## src/rtl/i_cache_pkg.sv

```systemverilog
// i_cache_pkg: shared types and helpers for the instruction cache and its refill engine
//   state_t   : refill FSM states
//   off_bits  : offset-field width for a given words-per-line
//   line_base : clears the offset bits of a word address
package i_cache_pkg;

    typedef enum logic [1:0] {IDLE, REQ, WAIT, DONE} state_t;

    function automatic int off_bits(input int words);
        return $clog2(words);
    endfunction

    function automatic logic [31:0] line_base(input logic [31:0] addr, input int ob);
        return addr & ~((32'd1 << ob) - 32'd1);
    endfunction

endpackage

```

## src/rtl/i_cache_refill.sv

```systemverilog
// i_cache_refill: miss-refill engine fetching one cache line word-by-word from instruction memory
//   clk, rst_n                       : clock, asynchronous active-low reset
//   miss_req, miss_addr, miss_ready  : line-miss request handshake from the cache
//   fill_valid, fill_addr, fill_line : one-cycle fill pulse with the assembled line
//   crit_valid, crit_data            : critical word (only when REFILL_CWF_EN is defined, else 0)
//   mem_rd_en, mem_addr              : single-outstanding read strobe to memory
//   mem_rdata, mem_rvalid            : read return from memory
// Build option: define REFILL_CWF_EN for critical-word-first fetch order.
module i_cache_refill
    import i_cache_pkg::*;
#(
    parameter int ADD_WIDTH      = 12,
    parameter int DATA_WIDTH     = 32,
    parameter int WORDS_PER_LINE = 4
) (
    input  logic                                 clk,
    input  logic                                 rst_n,
    input  logic                                 miss_req,
    input  logic [ADD_WIDTH-1:0]                 miss_addr,
    output logic                                 miss_ready,
    output logic                                 fill_valid,
    output logic [ADD_WIDTH-1:0]                 fill_addr,
    output logic [DATA_WIDTH*WORDS_PER_LINE-1:0] fill_line,
    output logic                                 crit_valid,
    output logic [DATA_WIDTH-1:0]                crit_data,
    output logic                                 mem_rd_en,
    output logic [ADD_WIDTH-1:0]                 mem_addr,
    input  logic [DATA_WIDTH-1:0]                mem_rdata,
    input  logic                                 mem_rvalid
);

    localparam int OFF_BITS = off_bits(WORDS_PER_LINE);

    state_t                               state, state_nx;
    logic [ADD_WIDTH-1:0]                 base, base_nx;
    logic [OFF_BITS-1:0]                  cur_off, start_off, count;
    logic [DATA_WIDTH*WORDS_PER_LINE-1:0] line, line_nx, fill_line_q;
    logic [ADD_WIDTH-1:0]                 fill_addr_q;
    logic                                 word_in, last;

    assign base_nx = ADD_WIDTH'(line_base(32'(miss_addr), OFF_BITS));
`ifdef REFILL_CWF_EN
    assign start_off = miss_addr[OFF_BITS-1:0];
`else
    assign start_off = '0;
`endif
    assign word_in    = (state == WAIT) && mem_rvalid;
    assign last       = count == OFF_BITS'(WORDS_PER_LINE - 1);
    assign miss_ready = state == IDLE;
    assign mem_rd_en  = state == REQ;
    assign mem_addr   = mem_rd_en ? (base | ADD_WIDTH'(cur_off)) : '0;
    assign fill_valid = state == DONE;
    assign fill_addr  = fill_addr_q;
    assign fill_line  = fill_line_q;

    always_comb begin
        line_nx = line;
        line_nx[int'(cur_off)*DATA_WIDTH +: DATA_WIDTH] = mem_rdata;
    end

    always_comb begin
        state_nx = state;
        case (state)
            IDLE:    state_nx = miss_req ? REQ : IDLE;
            REQ:     state_nx = WAIT;
            WAIT:    state_nx = mem_rvalid ? (last ? DONE : REQ) : WAIT;
            default: state_nx = IDLE;
        endcase
    end

    always_ff @(posedge clk or negedge rst_n)
        if (!rst_n) state <= IDLE;
        else        state <= state_nx;

    always_ff @(posedge clk or negedge rst_n) begin
        if (!rst_n) begin
            base        <= '0;
            cur_off     <= '0;
            count       <= '0;
            line        <= '0;
            fill_line_q <= '0;
            fill_addr_q <= '0;
        end else begin
            if (miss_ready && miss_req) begin
                base    <= base_nx;
                cur_off <= start_off;
                count   <= '0;
            end
            if (word_in) begin
                line    <= line_nx;
                cur_off <= cur_off + OFF_BITS'(1);
                count   <= count + OFF_BITS'(1);
                // fill outputs only change on completion so they hold across the next refill
                if (last) begin
                    fill_line_q <= line_nx;
                    fill_addr_q <= base;
                end
            end
        end
    end

`ifdef REFILL_CWF_EN
    logic                  crit_v;
    logic [DATA_WIDTH-1:0] crit_d;
    always_ff @(posedge clk or negedge rst_n) begin
        if (!rst_n) begin
            crit_v <= 1'b0;
            crit_d <= '0;
        end else begin
            crit_v <= word_in && (count == '0);
            if (word_in && (count == '0)) crit_d <= mem_rdata;
        end
    end
    assign crit_valid = crit_v;
    assign crit_data  = crit_d;
`else
    assign crit_valid = 1'b0;
    assign crit_data  = '0;
`endif

endmodule
```

## config.mk

```make
export PLATFORM = sky130hd
export DESIGN_NAME = i_cache_refill
export DESIGN_NICKNAME = d
export VERILOG_FILES = /design/src/rtl/i_cache_pkg.sv /design/src/rtl/i_cache_refill.sv
export SDC_FILE = /design/constraint.sdc
export NUM_CORES = 1
export LEC_CHECK = 0
export CORE_MARGIN = 3
export CORE_UTILIZATION = 30
export DETAILED_ROUTE_END_ITERATION = 10
export PLACE_DENSITY = 0.51
export SLEW_MARGIN = 20
export SYNTH_ARGS = -nofsm -noshare
export SYNTH_HDL_FRONTEND = slang
export SYNTH_SLANG_ARGS = --single-unit
```

## constraint.sdc

```tcl
create_clock -name clk -period 3.5 [get_ports clk]
set_clock_uncertainty 0.2 [all_clocks]
set_input_delay 0.35 -clock clk [delete_from_list [all_inputs] [get_ports clk]]
set_output_delay 0.35 -clock clk [all_outputs]
set_load 0.02 [all_outputs]
```

==> summary.txt <==
Worst setup path
  • Worst path depth: 7
  • Worst path cell trace: inv_1 -> ha_2 -> buf_4 -> nor4bb_4 -> buf_4 -> nand3b_1 -> a31oi_1
  • R2r worst-path depth: 7
  • Critical path endpoint category: register
  • WP buf/inv: 3
  • Crit-path slowest cell: dfrtp_1
  • Delay-heaviest family, CP: buffers and inverters
  • Largest fanout on the critical path: 38
  • Largest stage delay, worst path: 0.57 ns
  • Startpoint Class: register
  • Crit path required time: 3.73 ns
  • CP dominant cell by count: buf_4
  • Setup Crit Path Kind: register to register
  • Crit path DAT: 3.10 ns

Route
  • Post-Route WL: 37.1 mm
  • DRC viols: 0
  • DR WL/cell: 20.0 um
  • Drt via density: 4.89
  • DRT antenna net count: 0
  • Initial DRC Count: 455
  • Drt first pass iters: 5
  • Vias post-DR: 9087

STA
  • Final setup fails: 0
  • Count of final max-slew check failures: 0
  • Worst-margin pin slew: 1.03 ns
  • Slew headroom: 31.2%
  • Tmin final: 2.87 ns
  • Setup_tns: 0 ns
  • Fin. Hold Viols: 0
  • Max Fclk: 0.348 GHz
  • RSZ-0062 raised after global routing: no
  • Period Utilization, post-route: 82.1%

Floorplanning
  • Die Span Y: 210 um
  • Chip Width: 210 um
  • Io pins: 236
  • Rows: 74
  • Initial Util: 30.6%
  • Core area: 0.0410 sq mm
  • Die Area: 0.0443 sq mm

Synth
  • Register area share after synthesis: 56.3%
  • Synth warn: 0
  • Number of synthesized flops with an enable pin: 0
  • Prevailing post-synth register cell: dfrtp_1
  • Mapped Cells: 1160
  • Synth top cells by count: dfrtp_1, nor2_1, a22o_1
  • Yosys top cell by area: dfrtp_1
  • Top post-synthesis cells by area: dfrtp_1, a22o_1, a21oi_1, nor2_1, nand2b_1
  • Yosys top cell area share: 56.3%
  • FF+latch count, synth: 282
  • Post-synth ARST share: 100%
  • Post-Syn Area: 0.0125 sq mm
  • Avg Cell Area, Syn: 10.8 sq um
  • Top-count cell post-synth: dfrtp_1
  • Post-synth cell types: 33

Layout
  • Ant diodes: 0
  • Util after Layout: 38.9%
  • Synth-to-layout area growth: 27.3%
  • Nets: 1357
  • Filler cell count: 4043
  • Post-Layout Cell Count: 1857
  • Share of cells above drive strength 1: 9.13%

Place
  • GPL Wtd Cong: 0.747
  • Port-buffer cells: 198
  • DP Cell Count: 1798
  • Dpl hpwl: 24.2 mm

Flow run
  • Max cap viols: 0

Pwr
  • PwrDens: 800 mW/mm^2
  • Leak: 6.88 nW
  • Max VDD drop: 735 uV

Clock network
  • Clock latency on the worst-skew pair: 0.51 ns
  • Clock sinks: 282
  • Max clock buf depth: 3
  • # H-tree levels: 2
  • CTS Buf Count: 34
  • CTS resizes: 0
  • CTS Root Cell: clkbuf_16
  • CTS tree: done
  • Clk slew on worst S/H paths: 0.06 ns

GRT
  • Largest net degree at the start of global routing: 76
  • GRT Util Overall: 16.7%
  • Antenna violations before repair: 0
  • First-pass GRT wire length: 57.9 mm
  • Vias in the first global route: 9279
  • Gr ovfl total: 0

Hold path
  • Worst hold path type: input pin to async pin

Status
  • Status: complete, no violations
## sequential cells by signal, indices dropped and copies added (netlist names)
name       cells
fill_addr     10
fill_line    128
count          2
cur_off        2
state          2
line         128
base          10
## stage by stage
step | worst slack, ns | power [mW] | area [sq um] | hold slack, ns
after floorplan | 1.32 | 7.22 | 12700 | -0.146
after global placement | 0.652 | 9.34 | 14800 | 0.159
after detailed placement | 0.590 | 9.39 | 14800 | 0.167
after CTS | 0.563 | 13.0 | 16000 | 0.201
after global routing | 0.330 | 13.5 | 16000 | 0.232
final | 0.628 | 12.8 | 16000 | 0.181
## cell usage in the layout, fill, tap and decap left out, types with 3 or more instances in the layout
master	netlist	routed
a31oi_1	68	68
clkbuf_1	45	8
nor3b_4	3	4
buf_4	37	31
inv_1	3	3
a21oi_1	120	120
clkinv_2	0	5
a22o_1	129	129
nand2_1	6	6
and2_1	15	15
nand4b_1	18	18
clkbuf_16	0	35
nor2b_1	62	62
nand4_1	18	18
clkbuf_8	0	7
nand3b_1	33	33
ha_1	6	3
nand2b_1	69	69
dfrtp_1	282	282
conb_1	1	35
nor2_1	130	130
mux2_2	20	20
clkdlybuf4s50_1	0	197
ha_2	0	3
buf_12	0	7
## final timing paths
check	startpoint	end	slack (ns)
worst min-delay path	rst_n	fill_line[57]$_DFFE_PN0P_	0.18
worst max-delay path	cur_off[0]$_DFFE_PN0P_	fill_line[90]$_DFFE_PN0P_	0.63
max in group asynchronous	rst_n	fill_line[79]$_DFFE_PN0P_	2.05
min in group clk	miss_addr[5]	base[5]$_DFFE_PN0P_	0.25
worst max register to register	cur_off[0]$_DFFE_PN0P_	fill_line[90]$_DFFE_PN0P_	0.63
worst min register to register	line[27]$_DFFE_PN0P_	line[27]$_DFFE_PN0P_	0.29
## layout make-up
class | instances | area (sq um) | area share, %
well taps | 532 | 666 | 4.17
clock buffers | 50 | 1000 | 6.28
flip-flops and latches | 282 | 7060 | 44.2
clock inverters | 8 | 93.8 | 0.588
repair buffers | 237 | 2370 | 14.9
inverters | 3 | 11.3 | 0.0706
multi-input cells | 745 | 4750 | 29.8
## metal layers
layer  up-vias  global-route usage, %  wire (um)
met2       241                   25.8      16800
li1       4294                      -          -
met4         0                   3.63        553
met5         -                      0          0
met3        34                   4.54       2400
met1      4518                   23.5      17400
## cells by family after synthesis
group | Yosys count | share of synthesized area, %
mux | 21 | 1.88
buf+inv | 167 | 7.20
flops | 282 | 56.3
other cells | 1 | 0.0299
simple gates | 363 | 16.6
fa+ha+maj | 6 | 0.599
compound gates | 320 | 17.3
## where the power goes
group / internal [mW] / total [mW] / switching, mW
clock: 2.13 / 3.49 / 1.37
combinational: 2.12 / 4.75 / 2.63
sequential: 4.01 / 4.51 / 0.500
## what timing repair did
item                                   4_1_cts  5_1_grt
hold buffers                                 1        0
buffers inserted                             0        0
endpoints found under the hold margin       63        0
Power figures use the tool's default switching activity.
==> patch: new RTL, same settings <==
The parameter `WORDS_PER_LINE` goes from 4 to 8.
--- a/src/rtl/i_cache_refill.sv
+++ b/src/rtl/i_cache_refill.sv
@@ -11,7 +11,7 @@
 #(
     parameter int ADD_WIDTH      = 12,
     parameter int DATA_WIDTH     = 32,
-    parameter int WORDS_PER_LINE = 4
+    parameter int WORDS_PER_LINE = 8
 ) (
     input  logic                                 clk,
     input  logic                                 rst_n,
Ports: changed (resized fill_line); port bits go from 236 to 364. The function was not compared with the original's and may differ.
==> patch against the unedited design <==
- routed wire length increased by 140%
- power increased by 48%
- hold slack got worse by 0.014 ns
- setup slack got worse by 0.14 ns
- cell area increased by 95%
- sequential share of layout area decreased by 0.96 points
- synthesized area increased by 96%
- die area increased by 93%
- sequential cell count increased by 256
- critical endpoint is now fill_line[150]$_DFFE_PN0P_
- highest routed layer unchanged
==> patch: results (changes against the unedited design) <==
{| class="wikitable"
! Metric !! Value
|-
| Status || finished clean (unchanged)
|-
| Number of clock buffers in the layout || 99 (was 50)
|-
| Power dissipated in the clock network || 6.72 mW (was 3.49 mW)
|-
| Number of filler instances in the final layout || 7,849 (was 4,043)
|-
| Internal power || 12.16 mW (was 8.259 mW)
|-
| Initial antenna violation count || 3 (was 0)
|-
| Detailed-route wire length || 88.16 mm (was 37.14 mm)
|-
| GRT Resource Usage Total || 20.30% (was 16.66%)
|-
| Area growth from synthesis to layout || 26.51% (was 27.30%)
|-
| Critical path's largest stage delay || 0.55 ns (was 0.57 ns)
|-
| Relative slew slack || 29.73% (was 31.16%)
|-
| First-pass GRT wire length || 132.3 mm (was 57.90 mm)
|-
| Register bit total from synthesis || 538 (was 282)
|-
| Input/output buffers || 324 (was 198)
|-
| Path type of the worst min-delay path || primary input to flop (was primary input to asynchronous set/reset pin)
|-
| Multi-input logic cell count || 1,590 (was 745)
|-
| Met2 routed WL || 38.21 mm (was 16.78 mm)
|-
| Via count of the first global-routing pass || 19,940 (was 9,279)
|-
| Pre-CTS setup slack || 0.4865 ns (was 0.5901 ns)
|-
| Peak supply drop || 458.7 µV (was 735.0 µV)
|-
| Reported leakage power || 13.39 nW (was 6.880 nW)
|-
| Pin count of the biggest net entering global routing || 170 (was 76)
|-
| Switching power || 6.685 mW (was 4.498 mW)
|-
| Share of the clock period used by the worst path after layout || 86.12% (was 82.06%)
|-
| Non-Filler Instances || 3,776 (was 1,857)
|-
| Placer's final routability congestion estimate || 0.8091 (was 0.7470)
|-
| Non-clock buffering overhead in the final layout || 13.58% (was 14.85%)
|-
| Leading cell types by total area after synthesis || dfrtp_1 55%, mux2_2 6.1%, a31oi_1 5.7%, o21ai_0 3.6%, nor2_1 3.5% (was dfrtp_1 56%, a22o_1 9.0%, a21oi_1 4.8%, nor2_1 3.9%, nand2b_1 3.4%)
|-
| Met3 wire length || 6.545 mm (was 2.404 mm)
|-
| Multi-input combinational cell area || 9818 µm² (was 4753 µm²)
|-
| Post-synthesis area per instance || 10.14 µm² (was 10.80 µm²)
|-
| Number of optimization iterations in the first detailed-route pass || 7 (was 5)
|-
| Count of distinct cell types in the synthesized netlist || 42 (was 33)
|-
| Ratio of routed vias to standard cells || 5.235 (was 4.893)
|-
| Clock Latency Late Sink || 0.59 ns (was 0.51 ns)
|-
| Non-clock buffer instance count of the final layout || 427 (was 237)
|-
| Total cell area at the placement stage || 28,970 µm² (was 14,850 µm²)
|}
patch: cell count changes after synthesis, moves of 56 or more:
cell	unedited run	this run
nand2_1	6	203
a22o_1	129	2
nand2b_1	69	4
nand4_1	18	120
dfrtp_1	282	538
mux2_1	0	62
a31oi_1	68	224
nor2_1	130	227
o21ai_0	2	177
mux2_2	20	134
a21oi_1	120	0
nor2b_1	62	6
nand3_1	0	161
clkbuf_1	45	169
patch: worst min path at each step:
stage,from,endpoint,slack [ns],depth (start not counted)
final,miss_addr[10],base[10]$_DFFE_PN0P_,0.17,2
after global routing,miss_addr[5],base[5]$_DFFE_PN0P_,0.16,2
after CTS,miss_addr[10],base[10]$_DFFE_PN0P_,0.12,2
after detailed placement,rst_n,fill_line[25]$_DFFE_PN0P_,0.27,1
after global placement,rst_n,line[25]$_DFFE_PN0P_,0.27,1
after floorplan,rst_n,base[10]$_DFFE_PN0P_,-0.15,0
patch: routing by layer:
| metal | global-route usage, % | vias up |
|---|---|---|
| li1 | - | 8997 |
| met1 | 27.97 | 9920 |
| met2 | 29.94 | 708 |
| met3 | 5.429 | 143 |
| met4 | 9.064 | 0 |
| met5 | 0 | - |
patch: critical path, delay by kind of cell (launching register included):
family          cells  cell delay [ns]
compound gates      1             0.23
fa+ha+maj           2             0.80
buf+inv             2             0.44
flops               1             0.54
simple gates        2             0.64
patch: kinds of logic after synthesis:
family / count (synthesis) / synth area share (%)
adders and majority gates: 9 / 0.4579
AOI/OAI and AO/OA: 466 / 11.24
other: 1 / 0.01525
DFF: 538 / 54.75
buffers and inverters: 332 / 6.182
and+or+nand+nor: 847 / 16.92
muxes: 232 / 10.44
patch: timing repair:
action,4_1_cts,5_1_grt
resized for setup,0,0
hold buffers,1,0
hold endpoints to repair,79,0
